--- src/rtl/pc_sequencer_pkg.sv ---
// pc_sequencer_pkg
//   Shared widths, PC command select encoding and sequencer state encoding
//   for the program-counter sequencer and its bus interface.
//   No ports; imported by pc_sequencer_if and pc_sequencer.
package pc_sequencer_pkg;

    localparam int ADDR_W     = 19;
    localparam int INSTR_W    = 19;
    localparam int CNT_W      = 16;
    localparam int LOAD_SEL_W = 2;

    typedef enum logic [LOAD_SEL_W-1:0] {
        LOAD_NONE = 2'd0,
        LOAD_PC   = 2'd1
    } load_sel_t;

    typedef enum logic [2:0] {
        S_RESET = 3'd0,
        S_FETCH = 3'd1,
        S_EXEC  = 3'd2,
        S_INC   = 3'd3,
        S_LOAD  = 3'd4,
        S_HALT  = 3'd5
    } seq_state_t;

    // One PC command: the three control lines driven together.
    typedef struct packed {
        logic      load_reg;
        load_sel_t load_select;
        logic      inc_pc;
    } pc_cmd_t;

    localparam pc_cmd_t CMD_CLEAR = '{load_reg: 1'b0, load_select: LOAD_PC,   inc_pc: 1'b0};
    localparam pc_cmd_t CMD_INC   = '{load_reg: 1'b0, load_select: LOAD_PC,   inc_pc: 1'b1};
    localparam pc_cmd_t CMD_LOAD  = '{load_reg: 1'b1, load_select: LOAD_PC,   inc_pc: 1'b0};
    localparam pc_cmd_t CMD_HOLD  = '{load_reg: 1'b0, load_select: LOAD_NONE, inc_pc: 1'b0};

    // PC command is a pure function of the sequencer state (Moore output).
    function automatic pc_cmd_t state_cmd(input seq_state_t s);
        case (s)
            S_RESET: return CMD_CLEAR;
            S_INC:   return CMD_INC;
            S_LOAD:  return CMD_LOAD;
            default: return CMD_HOLD;
        endcase
    endfunction

endpackage

--- src/rtl/pc_sequencer_if.sv ---
// pc_sequencer_if
//   Bundles every non-clock signal between the sequencer and its neighbours:
//     PC control      : LOAD_REG, LOAD_SELECT, INC_PC, PC_TARGET (out), PC_VALUE (in)
//     fetch handshake : MEM_REQ, MEM_ADDR (out), MEM_ACK, MEM_DATA (in)
//     execute         : IR, INSTR_VALID (out), EXEC_DONE, BR_TAKEN, BR_TARGET, HALT_REQ (in)
//     status          : HALTED, RETIRED (out)
//   master = sequencer side, slave = PC / memory / datapath side.
interface pc_sequencer_if;
    import pc_sequencer_pkg::*;

    logic               LOAD_REG;
    load_sel_t          LOAD_SELECT;
    logic               INC_PC;
    logic [ADDR_W-1:0]  PC_TARGET;
    logic [ADDR_W-1:0]  PC_VALUE;

    logic               MEM_REQ;
    logic [ADDR_W-1:0]  MEM_ADDR;
    logic               MEM_ACK;
    logic [INSTR_W-1:0] MEM_DATA;

    logic [INSTR_W-1:0] IR;
    logic               INSTR_VALID;
    logic               EXEC_DONE;
    logic               BR_TAKEN;
    logic [ADDR_W-1:0]  BR_TARGET;
    logic               HALT_REQ;

    logic               HALTED;
    logic [CNT_W-1:0]   RETIRED;

    modport master (
        output LOAD_REG, LOAD_SELECT, INC_PC, PC_TARGET,
        input  PC_VALUE,
        output MEM_REQ, MEM_ADDR,
        input  MEM_ACK, MEM_DATA,
        output IR, INSTR_VALID,
        input  EXEC_DONE, BR_TAKEN, BR_TARGET, HALT_REQ,
        output HALTED, RETIRED
    );

    modport slave (
        input  LOAD_REG, LOAD_SELECT, INC_PC, PC_TARGET,
        output PC_VALUE,
        input  MEM_REQ, MEM_ADDR,
        output MEM_ACK, MEM_DATA,
        input  IR, INSTR_VALID,
        output EXEC_DONE, BR_TAKEN, BR_TARGET, HALT_REQ,
        input  HALTED, RETIRED
    );

endinterface

--- src/rtl/pc_sequencer.sv ---
// pc_sequencer
//   Fetch/execute sequencer driving the program counter's control lines.
//   Fetches the instruction at PC_VALUE through MEM_REQ/MEM_ACK, holds it in
//   IR while the datapath executes, then increments the PC or loads a
//   latched branch target. A halt parks the sequencer until reset.
//   Ports:
//     CLK  - system clock, rising edge
//     RST  - asynchronous active-high reset
//     bus  - pc_sequencer_if.master (PC control, fetch, execute, status)
//
//   state   | meaning
//   --------+-----------------------------------------------------------
//   S_RESET | CLEAR driven to the PC; one cycle after reset release
//   S_FETCH | MEM_REQ at PC_VALUE, waiting for MEM_ACK
//   S_EXEC  | IR valid, waiting for EXEC_DONE
//   S_INC   | INC driven to the PC for one cycle
//   S_LOAD  | LOAD driven with the latched branch target for one cycle
//   S_HALT  | parked with HALTED=1 until reset
module pc_sequencer
    import pc_sequencer_pkg::*;
(
    input  logic           CLK,
    input  logic           RST,
    pc_sequencer_if.master bus
);

    seq_state_t         state_q,   state_d;
    logic [INSTR_W-1:0] ir_q,      ir_d;
    logic [ADDR_W-1:0]  target_q,  target_d;
    logic [CNT_W-1:0]   retired_q, retired_d;
    pc_cmd_t            cmd;

    always_ff @(posedge CLK or posedge RST) begin
        if (RST) begin
            state_q   <= S_RESET;
            ir_q      <= '0;
            target_q  <= '0;
            retired_q <= '0;
        end else begin
            state_q   <= state_d;
            ir_q      <= ir_d;
            target_q  <= target_d;
            retired_q <= retired_d;
        end
    end

    // Handshake inputs are only looked at in the state that owns them, so
    // a stray ACK during execute or a stray DONE during fetch has no effect.
    always_comb begin
        state_d   = state_q;
        ir_d      = ir_q;
        target_d  = target_q;
        retired_d = retired_q;

        case (state_q)
            S_RESET: state_d = S_FETCH;

            S_FETCH: begin
                if (bus.MEM_ACK) begin
                    ir_d    = bus.MEM_DATA;
                    state_d = S_EXEC;
                end
            end

            S_EXEC: begin
                if (bus.EXEC_DONE) begin
                    retired_d = retired_q + CNT_W'(1);
                    // Halt wins over a branch; the target register is left
                    // untouched so no load is ever pending behind a halt.
                    if (bus.HALT_REQ) begin
                        state_d = S_HALT;
                    end else if (bus.BR_TAKEN) begin
                        target_d = bus.BR_TARGET;
                        state_d  = S_LOAD;
                    end else begin
                        state_d = S_INC;
                    end
                end
            end

            S_INC:   state_d = S_FETCH;
            S_LOAD:  state_d = S_FETCH;
            S_HALT:  state_d = S_HALT;
            default: state_d = S_RESET;
        endcase
    end

    // All handshake and PC command outputs decode straight from the state,
    // so an asynchronous reset removes MEM_REQ / INSTR_VALID immediately.
    assign cmd             = state_cmd(state_q);
    assign bus.LOAD_REG    = cmd.load_reg;
    assign bus.LOAD_SELECT = cmd.load_select;
    assign bus.INC_PC      = cmd.inc_pc;
    assign bus.PC_TARGET   = target_q;

    assign bus.MEM_REQ     = (state_q == S_FETCH);
    assign bus.MEM_ADDR    = bus.PC_VALUE;

    assign bus.IR          = ir_q;
    assign bus.INSTR_VALID = (state_q == S_EXEC);

    assign bus.HALTED      = (state_q == S_HALT);
    assign bus.RETIRED     = retired_q;

endmodule

--- src/flat_wrapper.sv ---
// flat-port wrapper written by rule: the top's interface ports become plain ports
module pc_sequencer_flat import pc_sequencer_pkg::*;
  (CLK, RST, bus_LOAD_REG, bus_LOAD_SELECT, bus_INC_PC, bus_PC_TARGET, bus_PC_VALUE, bus_MEM_REQ, bus_MEM_ADDR, bus_MEM_ACK, bus_MEM_DATA, bus_IR, bus_INSTR_VALID, bus_EXEC_DONE, bus_BR_TAKEN, bus_BR_TARGET, bus_HALT_REQ, bus_HALTED, bus_RETIRED);
  pc_sequencer_if bus_i ();
  input  logic CLK;
  input  logic RST;
  output wire logic [$bits(bus_i.LOAD_REG)-1:0] bus_LOAD_REG;
  output wire logic [$bits(bus_i.LOAD_SELECT)-1:0] bus_LOAD_SELECT;
  output wire logic [$bits(bus_i.INC_PC)-1:0] bus_INC_PC;
  output wire logic [$bits(bus_i.PC_TARGET)-1:0] bus_PC_TARGET;
  input wire logic [$bits(bus_i.PC_VALUE)-1:0] bus_PC_VALUE;
  output wire logic [$bits(bus_i.MEM_REQ)-1:0] bus_MEM_REQ;
  output wire logic [$bits(bus_i.MEM_ADDR)-1:0] bus_MEM_ADDR;
  input wire logic [$bits(bus_i.MEM_ACK)-1:0] bus_MEM_ACK;
  input wire logic [$bits(bus_i.MEM_DATA)-1:0] bus_MEM_DATA;
  output wire logic [$bits(bus_i.IR)-1:0] bus_IR;
  output wire logic [$bits(bus_i.INSTR_VALID)-1:0] bus_INSTR_VALID;
  input wire logic [$bits(bus_i.EXEC_DONE)-1:0] bus_EXEC_DONE;
  input wire logic [$bits(bus_i.BR_TAKEN)-1:0] bus_BR_TAKEN;
  input wire logic [$bits(bus_i.BR_TARGET)-1:0] bus_BR_TARGET;
  input wire logic [$bits(bus_i.HALT_REQ)-1:0] bus_HALT_REQ;
  output wire logic [$bits(bus_i.HALTED)-1:0] bus_HALTED;
  output wire logic [$bits(bus_i.RETIRED)-1:0] bus_RETIRED;
  assign bus_LOAD_REG = bus_i.LOAD_REG;
  assign bus_LOAD_SELECT = bus_i.LOAD_SELECT;
  assign bus_INC_PC = bus_i.INC_PC;
  assign bus_PC_TARGET = bus_i.PC_TARGET;
  assign bus_i.PC_VALUE = bus_PC_VALUE;
  assign bus_MEM_REQ = bus_i.MEM_REQ;
  assign bus_MEM_ADDR = bus_i.MEM_ADDR;
  assign bus_i.MEM_ACK = bus_MEM_ACK;
  assign bus_i.MEM_DATA = bus_MEM_DATA;
  assign bus_IR = bus_i.IR;
  assign bus_INSTR_VALID = bus_i.INSTR_VALID;
  assign bus_i.EXEC_DONE = bus_EXEC_DONE;
  assign bus_i.BR_TAKEN = bus_BR_TAKEN;
  assign bus_i.BR_TARGET = bus_BR_TARGET;
  assign bus_i.HALT_REQ = bus_HALT_REQ;
  assign bus_HALTED = bus_i.HALTED;
  assign bus_RETIRED = bus_i.RETIRED;
  pc_sequencer u_core (.CLK(CLK), .RST(RST), .bus(bus_i));
endmodule
--- config.mk ---
export PLATFORM = sky130hd
export DESIGN_NAME = pc_sequencer_flat
export DESIGN_NICKNAME = d
export VERILOG_FILES = /design/src/rtl/pc_sequencer_pkg.sv /design/src/rtl/pc_sequencer_if.sv /design/src/rtl/pc_sequencer.sv /design/src/flat_wrapper.sv
export SDC_FILE = /design/constraint.sdc
export NUM_CORES = 1
export LEC_CHECK = 0
export CAP_MARGIN = 20
export CORE_MARGIN = 4
export CORE_UTILIZATION = 55
export DETAILED_ROUTE_END_ITERATION = 8
export DONT_BUFFER_PORTS = 1
export PLACE_DENSITY = 0.75
export SLEW_MARGIN = 15
export SYNTH_ARGS = -nofsm -noshare
export SYNTH_HDL_FRONTEND = slang
export SYNTH_SLANG_ARGS = --single-unit
export TNS_END_PERCENT = 10
--- constraint.sdc ---
create_clock -name CLK -period 2.1 [get_ports CLK]
set_input_delay 0 -clock CLK [delete_from_list [all_inputs] [get_ports CLK]]
set_output_delay 0 -clock CLK [all_outputs]
set_load 0.005 [all_outputs]
==> results.cfg, run 1 <==
[timing]
period_minus_slack_ns = 1.80
grt_setup_unrepaired = no
finalCritPeriodShare_pct = 85.5
worst_slack_ns = 0.305
tns_ns = 0
slew_violations = 0
hold_viol_final = 0
tightest_slew_ns = 0.676
setup_viol = 0
fin_worst_skew_ns = 0.00301
slew_headroom_pct = 54.9
max_freq_ghz = 0.557

[synthesis]
async_reset_ff_share_pct = 100
synth-simple-area-share_pct = 9.56
synthXorXnorAreaFrac_pct = 5.20
synthAdderAreaFrac_pct = 0.496
yosysTopAreaCell = dfrtp_1
syn_area_sq_um = 2520
avgSynthCellArea_sq_um = 13.8
syn-instance-count = 183
synth_cell_types = 32
synth_compound_area_share_pct = 1.19
synth_top_cell_area_share_pct = 56.5
synth_nets = 247
synth-seq-cells = 57
synth_top_family_by_area = multiplexers
synth_area_leaders = dfrtp_1 (56%), mux2_1 (11%), buf_4 (6.5%)
synthFlopType = dfrtp_1
seq_area_frac_synth_pct = 56.5
synth_edf_count = 0
yosysWarnings = 0
muxShareOfSynthArea_pct = 18.9

[finish]
fin_nets = 279
final_common_cell = dfrtp_1
drive_gt1_share_pct = 16.8
final_util_pct = 69.2
antenna_cells = 0
syn_to_final_growth_pct = 20.2
final_cells = 272
layout_common_cells = dfrtp_1 (57), dlygate4sd3_1 (42), mux2_1 (25)

[placed_design]
hpwl_um = 3660
place_inst = 214
gp_congestion = 0.768
portBuffers = 0
place_ws_ns = 0.367

[setup_path]
end_kind = flop
rrSetupSlack_ns = 0.30
crit_required_ns = 2.29
regToRegStartpoint = u_core.state_q[0]$_DFFE_PP0P_
crit_start = u_core.state_q[0]$_DFFE_PP0P_
path_max_fanout = 20
critPathArrivalTime_ns = 1.99
crit_type = flop to flop
start_kind = flop

[drt]
drtIter0Drc = 42
drc = 0
vias = 1489
finalWirelength_um = 5450
antenna_left = 0
vias_per_cell = 5.47
wire_per_inst_um = 20.0
drtPass1Iterations = 4

[clock_network]
cts_setup_buffers = 0
cts_buffers = 9
holdBufCountCts = 42
cts_tree = built
clock_sinks = 57
cts-root-buf = clkbuf_8
postCtsResizedCells = 0
cts_buffer_depth = 2
cts.htree.levels = 3
clock_latency_ns = 0.31
path_clk_slew_ns = 0.06

[power]
p_per_area_nw_per_um2 = 1180
power.total_w = 0.00359
peakVddDrop_mv = 0.860
p_leak_nw = 1.41

[grt]
grt_usage_pct = 19.6
grt_pass1_wl_um = 8150
grt-ovfl-total = 0
antenna_found_initial = 0
grt_start_max_net_pins = 35
grt_pass1_vias = 1675

[floorplan]
dieArea_sq_um = 5740
ios = 143
start_util_pct = 57.6
core_sq_um = 4380
fp.dieH_um = 75.8
fp.dieW_um = 75.8
row_count = 24

[hold_path]
worstHoldStart = bus_PC_VALUE[5]
hold_class = input port to output pin

[status]
status = completed

[flow_run]
maxCapViolCount = 0
-- layout make-up --
type,instances,area (sq um)
clock buffer,15,186
sequential,57,1430
tap,52,65.1
multi-input combinational,100,896
timing repair buffer,46,450
fill,307,1350
clock inverter,1,7.51
inverter,1,3.75
-- logic make-up after synthesis --
logic type	after synthesis
other	1
and+or+nand+nor	39
adders and majority gates	1
DFF	57
AOI/OAI and AO/OA	5
muxes	39
buffers and inverters	26
xor gates and xnor gates	15
-- worst max-delay path, cell delays in order, from the launching register on --
cell and delay (ns):
dfrtp_1 0.45, nor2b_1 0.25, and2b_1 0.19, and2_1 0.14
buf_4 0.27, mux2_1 0.37
-- flip-flops by register name, summed over array words and instances (netlist names) --
register / count
u_core.bus.RETIRED: 16
u_core.bus.PC_TARGET: 19
u_core.bus.IR: 19
u_core.state_q: 3
-- routing by layer --
| metal | part of all wire [%] | vias up | global-route usage (%) |
|---|---|---|---|
| met5 | 0 | - | 0 |
| met4 | 2.5 | 0 | 9.32 |
| met3 | 8.6 | 22 | 6.33 |
| met2 | 54 | 81 | 35.7 |
| met1 | 35 | 720 | 20.1 |
| li1 | - | 666 | - |
-- per-stage QoR --
stage	instance area (sq um)	hold WS (ns)
finish	3040	0.00000228
global route	3040	0.00000898
CTS	3040	0.0000416
detailed placement	2420	0.0000416
global placement	2420	0.0000416
floorplan	2520	0.0808
-- Yosys cell counts, drive strengths merged (3+ instances only) --
cell and count:
and3 3, xor2 4, nand3 4, and4 3
nor2 4, xnor2 11, mux2 39, buf 25
nand2 7, dfrtp 57, nand4 5
-- power by group --
part | leakage (nW) | internal (W) | switching [W]
sequential | 0.729 | 0.00150 | 0.000373
clock | 0.0960 | 0.000559 | 0.000406
combinational | 0.584 | 0.000459 | 0.000298
total | 1.41 | 0.00251 | 0.00108
-- path summary, 6_finish.rpt --
path | endpoint | cells past startpoint
setup reg to reg | u_core.bus.IR[11]$_DFFE_PP0P_ | 5
min in group asynchronous | u_core.bus.PC_TARGET[0]$_DFFE_PP0P_ | 2
setup / recovery | u_core.bus.IR[11]$_DFFE_PP0P_ | 5
hold / removal | bus_MEM_ADDR[5] | 0
hold reg to reg | u_core.bus.IR[2]$_DFFE_PP0P_ | 1
max in group asynchronous | u_core.bus.IR[4]$_DFFE_PP0P_ | 3
Note: power is estimated with default switching activity, not from simulation.
==> inputs of run 2 (changes only) <==
--- a/config.mk
+++ b/config.mk
@@ -5,11 +5,13 @@
 export SDC_FILE = /design/constraint.sdc
 export NUM_CORES = 1
 export LEC_CHECK = 0
+export ABC_AREA = 1
 export CAP_MARGIN = 20
 export CORE_MARGIN = 4
 export CORE_UTILIZATION = 55
 export DETAILED_ROUTE_END_ITERATION = 8
 export DONT_BUFFER_PORTS = 1
+export MAX_ROUTING_LAYER = met4
 export PLACE_DENSITY = 0.75
 export SLEW_MARGIN = 15
 export SYNTH_ARGS = -nofsm -noshare
==> run 2 against run 1 <==
Against the previous run:
- register-to-register slack lost 0.13 ns
- utilization grew 2.9 points
- die area rose by 8.2%
- global-route usage grew 5.3 points
- total power is 7.0% higher
- sequential share of layout area decreased by 5.7 points
- synthesized area up 9.2%
- wire length increased by 33%
- non-clock buffer count up 24
- critical endpoint is now u_core.bus.PC_TARGET[11]$_DFFE_PP0P_
- largest power group unchanged
==> results.cfg, run 2 <==
[status]
status = completed

[setup_path]
rr_worst_depth = 7
critPathMaxStageDelay_ns = 0.60
start_kind = flop
end_kind = flop
regToRegStartpoint = u_core.state_q[2]$_DFFE_PP0P_
crit_type = flop to flop
crit_required_ns = 2.37
worst-path-stages = 7
path_max_fanout = 29
crit_chain = inv_2 > nand3_2 > nor2_2 > buf_4 > nand3_1 > dlygate4sd3_1 > nand2_1
path_delay_family = buffers and inverters
rrSetupSlack_ns = 0.17
path_buf_inv = 3
slowest_stage = dlygate4sd3_1
critPathArrivalTime_ns = 2.20
crit_start = u_core.state_q[2]$_DFFE_PP0P_

[timing]
tightest_slew_ns = 0.686
finalCritPeriodShare_pct = 91.8
tns_ns = 0
hold_viol_final = 0
grt_setup_unrepaired = no
worst_slack_ns = 0.171
period_minus_slack_ns = 1.93
hold_slack_ns = 0.00000959
setup_viol = 0
max_freq_ghz = 0.518
fin_worst_skew_ns = 0.00633
slew_headroom_pct = 54.3
slew_violations = 0

[power]
p_int_w = 0.00238
p_per_area_nw_per_um2 = 1110
p_leak_nw = 1.68
switchingPower_w = 0.00146
switching_share_pct = 38.0
p_seq_share_pct = 49.2
peakVddDrop_mv = 0.552
pwr-share-comb_pct = 29.2
clkPwrFrac_pct = 21.5

[floorplan]
row_count = 25
start_util_pct = 57.6
fp.dieH_um = 78.8
core_sq_um = 4790
fp.dieW_um = 78.8
dieArea_sq_um = 6210
ios = 143

[clock_network]
cts-root-buf = clkbuf_8
cts_setup_buffers = 0
cts_buffers = 9
holdBufCountCts = 66
path_clk_slew_ns = 0.06
cts_tree = built
clock_latency_ns = 0.34
cts.htree.levels = 3
postCtsResizedCells = 0
cts_buffer_depth = 2
clock_sinks = 57

[synthesis]
synth_area_leaders = dfrtp_1 (52%), nand2_1 (17%), nand3_1 (8.7%)
synth_edf_count = 0
synth-seq-cells = 57
synth_cell_types = 26
synth_nets = 396
yosysTopAreaCell = dfrtp_1
seq_area_frac_synth_pct = 51.7
synth_most_common_cell = nand2_1
netlist_top_cells_count = nand2_1 (124), dfrtp_1 (57), nand3_1 (48), buf_4 (21), inv_1 (21)
yosysWarnings = 0
async_reset_ff_share_pct = 100
syn-instance-count = 332
syn_area_sq_um = 2760
synth_top_cell_area_share_pct = 51.7
avgSynthCellArea_sq_um = 8.31
synthFlopType = dfrtp_1

[drt]
vias_per_cell = 5.27
drc = 0
vias = 2378
antenna_left = 0
drtPass1Iterations = 6
finalWirelength_um = 7220
wire_per_inst_um = 16.0
drtIter0Drc = 178

[finish]
syn_to_final_growth_pct = 25.1
fin_nets = 446
final_common_cell = nand2_1
stdcell_area_sq_um = 3450
antenna_cells = 0
layout_common_cells = nand2_1 (124), dlygate4sd3_1 (66), dfrtp_1 (57)
drive_gt1_share_pct = 7.03
final_cells = 451

[hold_path]
worstHoldStart = bus_PC_VALUE[10]
hold_class = input port to output pin
hold_depth = 0

[grt]
grt-ovfl-total = 0
antenna_found_initial = 0
grt_pass1_vias = 2358
grt_start_max_net_pins = 58
grt_usage_pct = 24.9
grt_pass1_wl_um = 11500

[flow_run]
maxCapViolCount = 0

[placed_design]
placed_area_sq_um = 2640
portBuffers = 0
place_inst = 372
hpwl_um = 4110
place_ws_ns = 0.471
gp_congestion = 0.774
-- run 2: changes by cell type after synthesis, sizes merged, moves of 3 or more --
cell    before  now
buf         25   31
inv          1   23
nand3        4   49
xnor2       11    3
and4         3    0
mux2        39    0
nand3b       1    4
o21ai        1    4
and3         3    0
nor2         4   19
nand2        7  127
-- run 2: worst register-to-register path, stage by stage (launching register included) --
cell and delay (ns):
dfrtp_1 0.45, inv_2 0.10, nand3_2 0.10, nor2_2 0.09, buf_4 0.30, nand3_1 0.14, dlygate4sd3_1 0.60, nand2_1 0.09
-- run 2: cell families after synthesis --
logic type               synth area share, %
AND/OR/NAND/NOR                         33.3
flip-flops                              51.7
buffers and inverters                   11.5
XOR/XNOR                                1.91
AO/OA/AOI/OAI                          0.907
adder cells (fa/ha/maj)                0.454
other                                  0.136
-- run 2: cell type report --
cell class | count | area, sq um
clock buffer | 12 | 145
clock inverter | 1 | 5.00
fill | 341 | 1340
inverter | 23 | 86.3
multi-input combinational | 221 | 1010
sequential | 57 | 1430
tap | 67 | 83.8
timing repair buffer | 70 | 691
-- run 2: metal layers --
layer	global-route usage, %	vias up	wire (um)
met5	-	-	0
met4	10.7	0	112
met3	7.26	10	669
met2	41.2	105	3580
met1	28.3	1136	2860
li1	-	1127	-
-- run 2: final timing paths --
| path | to |
|---|---|
| max in group asynchronous | u_core.bus.RETIRED[9]$_DFFE_PP0P_ |
| worst max register to register | u_core.bus.PC_TARGET[11]$_DFFE_PP0P_ |
| worst max-delay path | u_core.bus.PC_TARGET[11]$_DFFE_PP0P_ |
| worst min-delay path | bus_MEM_ADDR[10] |
| worst min register to register | u_core.bus.PC_TARGET[4]$_DFFE_PP0P_ |
| min in group asynchronous | u_core.bus.IR[0]$_DFFE_PP0P_ |
-- run 2: power groups by stage --
stage / Sequential (W) / Combinational [W] / Clock (W)
floorplan: 0.00179 / 0.000797 / 0
global placement: 0.00189 / 0.000851 / 0
detailed placement: 0.00190 / 0.000895 / 0
CTS: 0.00188 / 0.00106 / 0.000849
global route: 0.00194 / 0.00128 / 0.000889
finish: 0.00189 / 0.00112 / 0.000828
-- run 2: metrics by stage --
step	util, %	total power [W]
after detailed placement	55.2	0.00279
after global routing	72.1	0.00411
after CTS	72.1	0.00380
final	72.1	0.00384
after floorplan	-	0.00259
after global placement	55.2	0.00274
==> inputs of run 3 (changes only) <==
--- a/config.mk
+++ b/config.mk
@@ -8,11 +8,12 @@
 export ABC_AREA = 1
 export CAP_MARGIN = 20
 export CORE_MARGIN = 4
-export CORE_UTILIZATION = 55
+export CORE_UTILIZATION = 40
+export CTS_BUF_LIST = sky130_fd_sc_hd__clkbuf_4
 export DETAILED_ROUTE_END_ITERATION = 8
 export DONT_BUFFER_PORTS = 1
 export MAX_ROUTING_LAYER = met4
-export PLACE_DENSITY = 0.75
+export PLACE_DENSITY = 0.59
 export SLEW_MARGIN = 15
 export SYNTH_ARGS = -nofsm -noshare
 export SYNTH_HDL_FRONTEND = slang
==> run 3 against run 2 <==
Against the previous run:
- final cell count grew 3.8%
- combinational power about the same
- cell area grew 0.29%
- wire length down 4.2%
- via count decreased by 2.0%
- clock power shrank 22%
- setup slack lost 0.020 ns
- critical path depth is the same
- sequential power hardly changed
- flip-flop and latch count did not move
- count of clock-buffer cells in the layout is 3 lower
==> results.cfg, run 3 (synthesis gave the netlist of run 2 again) <==
[status]
status = completed

[drt]
antenna_left = 0
drtIter0Drc = 81
top_layer = met4
wl_met2_um = 3280
wl_met1_um = 2940
vias = 2331
wl_met3_um = 632
vias_per_cell = 4.98
wire_per_inst_um = 14.8
drtPass1Iterations = 4
finalWirelength_um = 6910
drc = 0

[timing]
period_minus_slack_ns = 1.95
fin_worst_skew_ns = 0.0107
slew_headroom_pct = 52.9
tightest_slew_ns = 0.706
max_freq_ghz = 0.513
grt_setup_unrepaired = no
tns_ns = 0
slew_violations = 0
hold_slack_ns = 0.00000199
setup_viol = 0
hold_viol_final = 0
finalCritPeriodShare_pct = 92.8

[finish]
stdcell_area_sq_um = 3460
final_cells = 468
drive_gt1_share_pct = 7.93
fin_nets = 450
fillCellCount = 583
antenna_cells = 0
final_util_pct = 53.0
layout_common_cells = nand2_1 (124), dlygate4sd3_1 (69), dfrtp_1 (57)
syn_to_final_growth_pct = 25.5
final_common_cell = nand2_1

[hold_path]
hold_class = input port to output pin
hold_depth = 0

[setup_path]
rrSetupSlack_ns = 0.15
critPathArrivalTime_ns = 2.28
rr_worst_depth = 7
crit_required_ns = 2.43
end_kind = flop
path_max_fanout = 11
start_kind = flop
crit_type = flop to flop

[power]
peakVddDrop_mv = 0.476
p_int_w = 0.00220
pwr-share-comb_pct = 30.6
p_per_area_nw_per_um2 = 1050
p_seq_share_pct = 51.7
switchingPower_w = 0.00144
p_leak_nw = 1.67
switching_share_pct = 39.6
clkPwrFrac_pct = 17.7

[clock_network]
clock_sinks = 57
cts-root-buf = clkbuf_4
clock_latency_ns = 0.39
cts.htree.levels = 3
cts_tree = built
path_clk_slew_ns = 0.09
cts_buffer_depth = 2
cts_buffers = 9

[placed_design]
placed_area_sq_um = 2660
portBuffers = 0
hpwl_um = 4320
gp_congestion = 0.783
place_inst = 383

[floorplan]
fp.dieW_um = 91.0
fp.dieH_um = 91.0
core_sq_um = 6530
start_util_pct = 42.2
dieArea_sq_um = 8290
ios = 143
row_count = 29

[grt]
grt_pass1_wl_um = 11400
grt_pass1_vias = 2323
grt_start_max_net_pins = 58
grt-ovfl-total = 0
antenna_found_initial = 0
grt_usage_pct = 17.5

[flow_run]
maxCapViolCount = 0
## run 3: path summary, 6_finish.rpt
path / startpoint / endpoint
setup / recovery: u_core.state_q[2]$_DFFE_PP0P_ / u_core.bus.PC_TARGET[12]$_DFFE_PP0P_
hold / removal: bus_PC_VALUE[12] / bus_MEM_ADDR[12]
hold reg to reg: u_core.bus.PC_TARGET[7]$_DFFE_PP0P_ / u_core.bus.PC_TARGET[7]$_DFFE_PP0P_
min in group asynchronous: RST / u_core.bus.RETIRED[4]$_DFFE_PP0P_
max in group asynchronous: RST / u_core.state_q[2]$_DFFE_PP0P_
setup reg to reg: u_core.state_q[2]$_DFFE_PP0P_ / u_core.bus.PC_TARGET[12]$_DFFE_PP0P_
## run 3: per-layer routing
layer	global-route usage [%]	vias up
li1	-	1135
met1	20.5	1094
met2	28.4	94
met3	5.29	8
met4	6.53	0
met5	-	-
## run 3: final cells by class
cell class | count | area (sq um) | share of cell area [%]
Clock buffer | 9 | 67.6 | 1.95
Inverter | 23 | 86.3 | 2.49
Multi-Input combinational cell | 221 | 1020 | 29.4
Timing Repair Buffer | 74 | 728 | 21.0
Sequential cell | 57 | 1430 | 41.2
Clock inverter | 7 | 37.5 | 1.08
Tap cell | 77 | 96.3 | 2.78
## run 3: per-stage QoR
stage / setup WS, ns / power (W)
3_3_place_gp: 0.450 / 0.00277
6_report: 0.151 / 0.00364
4_1_cts: 0.0287 / 0.00366
3_5_place_dp: 0.393 / 0.00281
2_1_floorplan: 0.700 / 0.00259
5_1_grt: 0.0280 / 0.00395
## run 3: critical path, stage by stage (launching register included)
cell           delay, ns
dfrtp_1             0.46
inv_2               0.10
nand3_2             0.11
nor2_4              0.25
buf_4               0.22
nand3_1             0.08
dlygate4sd3_1       0.59
nand2_1             0.07
## run 3: power groups by stage
stage               Sequential [W]  Combinational [W]  Clock (W)
CTS                        0.00189            0.00110   0.000673
global placement           0.00190           0.000870          0
finish                     0.00188            0.00111   0.000643
floorplan                  0.00179           0.000797          0
detailed placement         0.00190           0.000904          0
global route               0.00194            0.00129   0.000719
## run 3: timing repair
item,in CTS,in global routing
setup buffers,0,0
resized for setup,0,1
hold buffers,69,0
setup endpoints to repair,0,4
hold endpoints to repair,113,0
